### config.mk
export PLATFORM = sky130hd
export DESIGN_NAME = dmem_arbiter
export DESIGN_NICKNAME = d
export VERILOG_FILES = /design/src/rtl/dmem_arbiter.sv
export SDC_FILE = /design/constraint.sdc
export NUM_CORES = 1
export LEC_CHECK = 0
export ABC_AREA = 1
export CAP_MARGIN = 20
export CORE_UTILIZATION = 36
export DETAILED_ROUTE_END_ITERATION = 6
export PLACE_DENSITY = 0.88
export SKIP_LAST_GASP = 1
export SLEW_MARGIN = 20
export SYNTH_ARGS = -nofsm -noshare
export SYNTH_HDL_FRONTEND = slang
export SYNTH_SLANG_ARGS = --single-unit
### constraint.sdc
create_clock -name clk -period 2.9 [get_ports clk]
set_input_delay 0.29 -clock clk [delete_from_list [all_inputs] [get_ports clk]]
set_output_delay 0.29 -clock clk [all_outputs]
set_load 0.01 [all_outputs]
### src/rtl/dmem_arbiter.sv
// dmem_arbiter: two-port arbiter in front of a single-ported data memory.
//
// Each requester holds reqN high until it is granted. The owning port gets
// back-to-back accesses; while the other port waits, the owner is limited to
// MAX_BURST consecutive accesses before ownership hands over. Loads return
// data one cycle after the grant on the shared, registered rdata bus.
//
// Parameters:
//   AW        - address width (requesters and memory port)
//   DW        - data width
//   MAX_BURST - max consecutive accesses by one owner while the other waits (1..15)
//
// Ports:
//   clk, reset             - clock, asynchronous active-low reset
//   req0/1, we0/1          - per-port request and write select (1 = store)
//   addr0/1, wdata0/1      - per-port address and store data
//   gnt0/1                 - access accepted this cycle
//   rvalid0/1, rdata       - load data valid for that port, shared load data
//   mem_wr_en, mem_addr,
//   mem_dat_in, mem_dat_out - data memory port (combinational read)
//   owner                  - debug: 00 idle, 01 port 0 owns, 10 port 1 owns
//
// Configuration macro: DMEM_ARB_RR_EN selects round-robin resolution of
// simultaneous requests from idle; otherwise port 0 has fixed priority.

module dmem_arbiter #(
  parameter int unsigned AW        = 8,
  parameter int unsigned DW        = 8,
  parameter int unsigned MAX_BURST = 4
) (
  input  logic          clk,
  input  logic          reset,
  input  logic          req0,
  input  logic          req1,
  input  logic          we0,
  input  logic          we1,
  input  logic [AW-1:0] addr0,
  input  logic [AW-1:0] addr1,
  input  logic [DW-1:0] wdata0,
  input  logic [DW-1:0] wdata1,
  output logic          gnt0,
  output logic          gnt1,
  output logic          rvalid0,
  output logic          rvalid1,
  output logic [DW-1:0] rdata,
  output logic          mem_wr_en,
  output logic [AW-1:0] mem_addr,
  output logic [DW-1:0] mem_dat_in,
  input  logic [DW-1:0] mem_dat_out,
  output logic [1:0]    owner
);

  localparam logic [1:0] StIdle = 2'b00;
  localparam logic [1:0] StOwn0 = 2'b01;
  localparam logic [1:0] StOwn1 = 2'b10;

  localparam logic [3:0] BurstMax = 4'(MAX_BURST);
  localparam logic [3:0] BurstSat = 4'hf;

  logic [1:0]    state_q, state_d;
  logic [3:0]    burst_q, burst_d;
  logic          last_served_q, last_served_d;
  logic [DW-1:0] rdata_q;
  logic          rvalid0_q, rvalid1_q;

  logic [3:0]    burst_inc;
  logic          limit_hit;
  logic [1:0]    both_pick;

  // Grants decode straight from state so they vanish as soon as reset asserts.
  assign gnt0  = (state_q == StOwn0) & req0;
  assign gnt1  = (state_q == StOwn1) & req1;
  assign owner = state_q;

  // Count of accesses in this ownership once the current grant completes.
  assign burst_inc = (burst_q == BurstSat) ? burst_q : burst_q + 4'd1;
  assign limit_hit = (burst_inc >= BurstMax);

`ifdef DMEM_ARB_RR_EN
  assign both_pick = last_served_q ? StOwn0 : StOwn1;
`else
  assign both_pick = StOwn0;
`endif

  always_comb begin
    state_d = state_q;
    case (state_q)
      StIdle: begin
        if (req0 && req1) begin
          state_d = both_pick;
        end else if (req0) begin
          state_d = StOwn0;
        end else if (req1) begin
          state_d = StOwn1;
        end
      end
      StOwn0: begin
        if (!req0) begin
          state_d = req1 ? StOwn1 : StIdle;
        end else if (req1 && limit_hit) begin
          state_d = StOwn1;
        end
      end
      StOwn1: begin
        if (!req1) begin
          state_d = req0 ? StOwn0 : StIdle;
        end else if (req0 && limit_hit) begin
          state_d = StOwn0;
        end
      end
      default: state_d = StIdle;
    endcase
  end

  always_comb begin
    burst_d = burst_q;
    if (state_d != state_q) begin
      burst_d = 4'd0;
    end else if (gnt0 || gnt1) begin
      burst_d = burst_inc;
    end
  end

  always_comb begin
    last_served_d = last_served_q;
    if (state_d != state_q) begin
      if (state_d == StOwn0) begin
        last_served_d = 1'b0;
      end else if (state_d == StOwn1) begin
        last_served_d = 1'b1;
      end
    end
  end

  // Memory port follows whichever port holds a grant; quiet (all zero) otherwise.
  always_comb begin
    mem_wr_en  = 1'b0;
    mem_addr   = '0;
    mem_dat_in = '0;
    if (gnt0) begin
      mem_wr_en  = we0;
      mem_addr   = addr0;
      mem_dat_in = wdata0;
    end else if (gnt1) begin
      mem_wr_en  = we1;
      mem_addr   = addr1;
      mem_dat_in = wdata1;
    end
  end

  always_ff @(posedge clk or negedge reset) begin
    if (!reset) begin
      state_q       <= StIdle;
      burst_q       <= 4'd0;
      last_served_q <= 1'b1;
      rdata_q       <= '0;
      rvalid0_q     <= 1'b0;
      rvalid1_q     <= 1'b0;
    end else begin
      state_q       <= state_d;
      burst_q       <= burst_d;
      last_served_q <= last_served_d;
      rvalid0_q     <= gnt0 & ~we0;
      rvalid1_q     <= gnt1 & ~we1;
      if ((gnt0 && !we0) || (gnt1 && !we1)) begin
        rdata_q <= mem_dat_out;
      end
    end
  end

  assign rdata   = rdata_q;
  assign rvalid0 = rvalid0_q;
  assign rvalid1 = rvalid1_q;

endmodule

Yosys cells after proc, flatten, opt, wreduce, memory -nomap -nowiden:

Cells that the tools add are included.

* bits in registers: 16
* input bits: 46
* output and inout bits: 31
* word-level logic and storage cells: 47

* $add $sub $neg: 1
* magnitude comparators: 1
* equal/unequal tests: 4
* muxes and demuxes: 19
* bitwise operators: 6
* reduce and logical (&&, ||, !) cells: 11

Operators by type and width (count)
* $mux 8: 4
* $mux 2: 8
* $mux 4: 3
* $pmux 2 s3: 1
* $logic_and 1x1->1: 5
* $add 4x1->4 const B: 1
* $and 1x1->1: 4
* $eq 4x4->1 const B: 1
* $ge 4x3->1 const B: 1
* $mux 1: 3
* $eq 2x1->1 const B: 1
* $eq 2x2->1 const B: 1
* $logic_not 1->1: 2
* $logic_not 2->1: 1
* $logic_or 1x1->1: 2
* $ne 2x2->1: 1
* $not 1->1: 2
* $reduce_bool 2->1: 1

Logic depth before layout (Yosys ltp):

* depth in word-level cells: 9
* mapped depth: 12
* mapped depth without buffers: 12

Worst setup path before layout:

OpenSTA, ideal clock, no wires.

* kind: register to output
* start: reg state_q[1], in the netlist owner[1]
* end: out mem_addr[0]
* arrival time: 1.271 ns
* required time: 2.610 ns
* slack: 1.339 ns
* cell stages (with the launch flop): 7
* path buffers: 1
* path through: dfrtp_1 inv_1 nor2_2 nand2_2 inv_2 buf_2 a22o_1

* longest elaborated chain between the ends: 4

RTL lines
* from (decl): line 60 `logic [1:0] state_q, state_d;`
* from (signal assigned): line 153 `state_q <= StIdle;`
* from (signal assigned): line 160 `state_q <= state_d;`
* $eq 2x2->1: line 72 `assign gnt1 = (state_q == StOwn1) & req1;`
* $and 1x1->1: line 72
* via gnt1: line 42 `output logic gnt1,`
* $mux 8: line 144 `end else if (gnt1) begin`
* $mux 8: line 140 `if (gnt0) begin`
* to (decl): line 47 `output logic [AW-1:0] mem_addr,`

The timed path passes the listed nets, and every way through them passes these cells.

Final worst setup path:

* start: in req0
* end: out mem_wr_en

* longest elaborated chain between the ends: 2

RTL lines
* from (decl): line 33 `input logic req0,`
* $and 1x1->1: line 71 `assign gnt0 = (state_q == StOwn0) & req0;`
* $mux 1: line 140
* to (decl): line 46 `output logic mem_wr_en,`

Every way passes these cells.

==> impl_results.md <==
* WP data arrival at 2.31 ns
* # IOs at 77
* Final Skew at 0.00550 ns
* Fmax at 384 MHz
* Chip height at around 54 um
* Placed cell areas at 1780 um2
* Initial drt markers at 20
* Clock Latency Late Sink at between 0.2 and 0.3 ns
* Layout Cells excl Fill at 215
* Clock-pin slew on the worst setup and hold paths at 0.10 ns
* Die ar. at 2960 um2
* Critical setup path kind: in2out
* Syn avg cell area at 9.24 um2
* Max clock buf depth at 2
* CP delay by family, top: buffers and inverters
* Tmin final at about 2.6 ns
* Ranking of synthesized cells by area: dfrtp_1, a22o_1, mux2_2, nand2_1, inv_1
* Min-Delay Path Class: in2async
* Startpoint type of the worst setup path: input pin
* Cts hold-fix bufs at 0
* Std cell rows at 18
* Vias in the first global route at about 1100
* Post-Syn Instances at approximately 110
* CP max stage delay at 0.57 ns
* Final setup vio count at 0
* Largest net degree at the start of global routing at 19
* Initial antenna violation count at 0
* Total wire length at 3.27 mm
* RSZ-0062 raised after global routing: no
* Yosys reg bits at 16
* Total global routing overflow at 0
* Hold_ws at 0.413 ns
* Post-synthesis sequential area ratio at about two fifths
* Synthesis warning total at 0
* First-pass GRT wire length at 4.70 mm
* Finished Core Util at 71.2%
* Chip width at 54.4 um
* Post-cts sizing count at 0
* DP HPWL at 2.67 mm
* Distinct cell type count after synthesis at 25
* Share of cells above drive strength 1 at 13.5%
* Slew @ Worst Pin at 0.713 ns
* Postcts setup bufs at 0
* Syn nets at 154
* Remaining antenna violation count at 0
* Post-Syn Area at ~1000 um2
* Synthesis-to-finish area growth at 83.4%
* Fin crit share at approximately nine tenths
* VDD IR max at approximately 460 uV
* Routability Congestion at 0.770
* Lkg Pwr at around 0.00076 uW
* Most Frequent Cell on Critical Path: clkdlybuf4s50_1
* # DRC at 0
* WL per Instance at 15.2 um
* Final slew viol count at 0
* Final Instance Area at ~1800 um2
* CP required at 2.61 ns
* Initial Util at 38.8%
* Sum Neg Setup Slack at 0 ns
* Via density at 5.27
* Clock Sinks at 16
* Worst path bufs/invs at 4
* Ant diodes at 0
* TritonCTS Buffers at 3
* Status: finished clean
* Number of iterations in the first detailed-routing pass at 4
* Slew Limit Headroom at 52.3%
* Crit Path Max Fanout at 18
* CTS tree: done
* Core box area at 2540 um2
* Cell chain of the critical path: clkdlybuf4s50_1 > inv_1 > nor2_2 > nand2_2 > clkinv_1 > o21ai_0 > a21oi_1 > clkdlybuf4s50_1
* CTS root buffer: clkbuf_4
* Top cell type by total area after synthesis: dfrtp_1
* Placed insts at 211
* Pwr dens at 711 nW/um2
* IO buf count at 76
* Final hold violations at 0
* Vias at 1133
* Setup crit end kind: primary output
* H-Tree Depth at 1
* Nets at 233
* CP max stage cell: clkdlybuf4s50_1
* Top-area cell type share of the netlist area at 40.5%
* Max cap viols at 0
* Gr usage total at 22.7%
==> cell usage in the layout (no fill, tap or decap), drive strengths merged <==
master,count
nand4,2
clkinv,1
inv,11
a22o,16
clkbuf,4
nand2,21
o21ai,3
a21oi,2
ha,1
nand3,5
o21bai,1
xor2,1
nor2,12
nor3,2
clkdlybuf4s50,76
mux2,9
o211ai,1
dfrtp,16
mux2i,1
==> worst paths after layout <==
| check | from | endpoint | slack [ns] | cells after the start |
|---|---|---|---|---|
| max in group asynchronous | reset | burst_q[2] | 2.03 | 1 |
| hold reg to reg | rdata[3] | rdata[3] | 0.51 | 1 |
| hold / removal | reset | owner[1] | 0.41 | 1 |
| setup / recovery | req0 | mem_wr_en | 0.30 | 8 |
| min in group clk | rdata[3] | rdata[3] | 0.51 | 1 |
| setup reg to reg | burst_q[0] | burst_q[3] | 1.14 | 12 |
==> cells in the mapped netlist <==
cell      count
nand2_4       2
inv_2         2
clkinv_1      1
dfrtp_1      16
a21oi_1       2
ha_1          1
nor3_1        2
nand3_1       5
buf_2         2
nand2_1      16
nand2_2       3
nor2_2        3
mux2_2        8
o21ai_4       1
a22o_1       16
mux2i_1       1
o211ai_1      1
mux2_4        1
nand4_1       2
o21ai_1       1
o21bai_2      1
xor2_1        1
inv_1         9
nor2_1        9
o21ai_0       1
==> per-layer routing <==
| layer | track usage [%] | up-vias | wire [um] |
|---|---|---|---|
| li1 | - | 532 | - |
| met1 | 22.6 | 529 | 1170 |
| met2 | 44.1 | 60 | 1720 |
| met3 | 5.56 | 12 | 314 |
| met4 | 8.97 | 0 | 74 |
| met5 | 0 | - | 0 |
==> layout make-up <==
cell class                 instances  area, um2
clock buffer                       4       36.3
fill                             196        732
inverter                          12       45.0
multi-input combinational         77        533
sequential                        16        400
tap                               30       37.5
timing repair buffer              76        761
==> cell families (layout without fill, tap and decap cells) <==
kind of cell / Yosys count / count (layout) / share of synthesized area (%)
and+or+nand+nor: 42 / 42 / 20.4
AOI/OAI and AO/OA: 23 / 23 / 19.7
DFF: 16 / 16 / 40.5
buffers and inverters: 14 / 92 / 5.57
muxes: 10 / 10 / 11.6
adders and majority gates: 1 / 1 / 1.27
xor gates and xnor gates: 1 / 1 / 0.886
==> sequential cells by signal, indices dropped and copies added, names as in the netlist <==
register,cells
rvalid0,1
rvalid1,1
burst_q,4
rdata,8
owner,2
==> through the flow <==
step,setup slack (ns),power (uW)
after floorplan,1.34,740
after global placement,0.347,1120
after detailed placement,0.296,1150
after CTS,0.268,1300
after global routing,0.115,1380
final,0.296,1290
==> report_power, final <==
part           total, uW  internal [uW]  switching [uW]
combinational        771            444             327
sequential           366            303            63.5
clock                152           76.4            75.2
No activity file was read; power rests on OpenSTA's default activity.
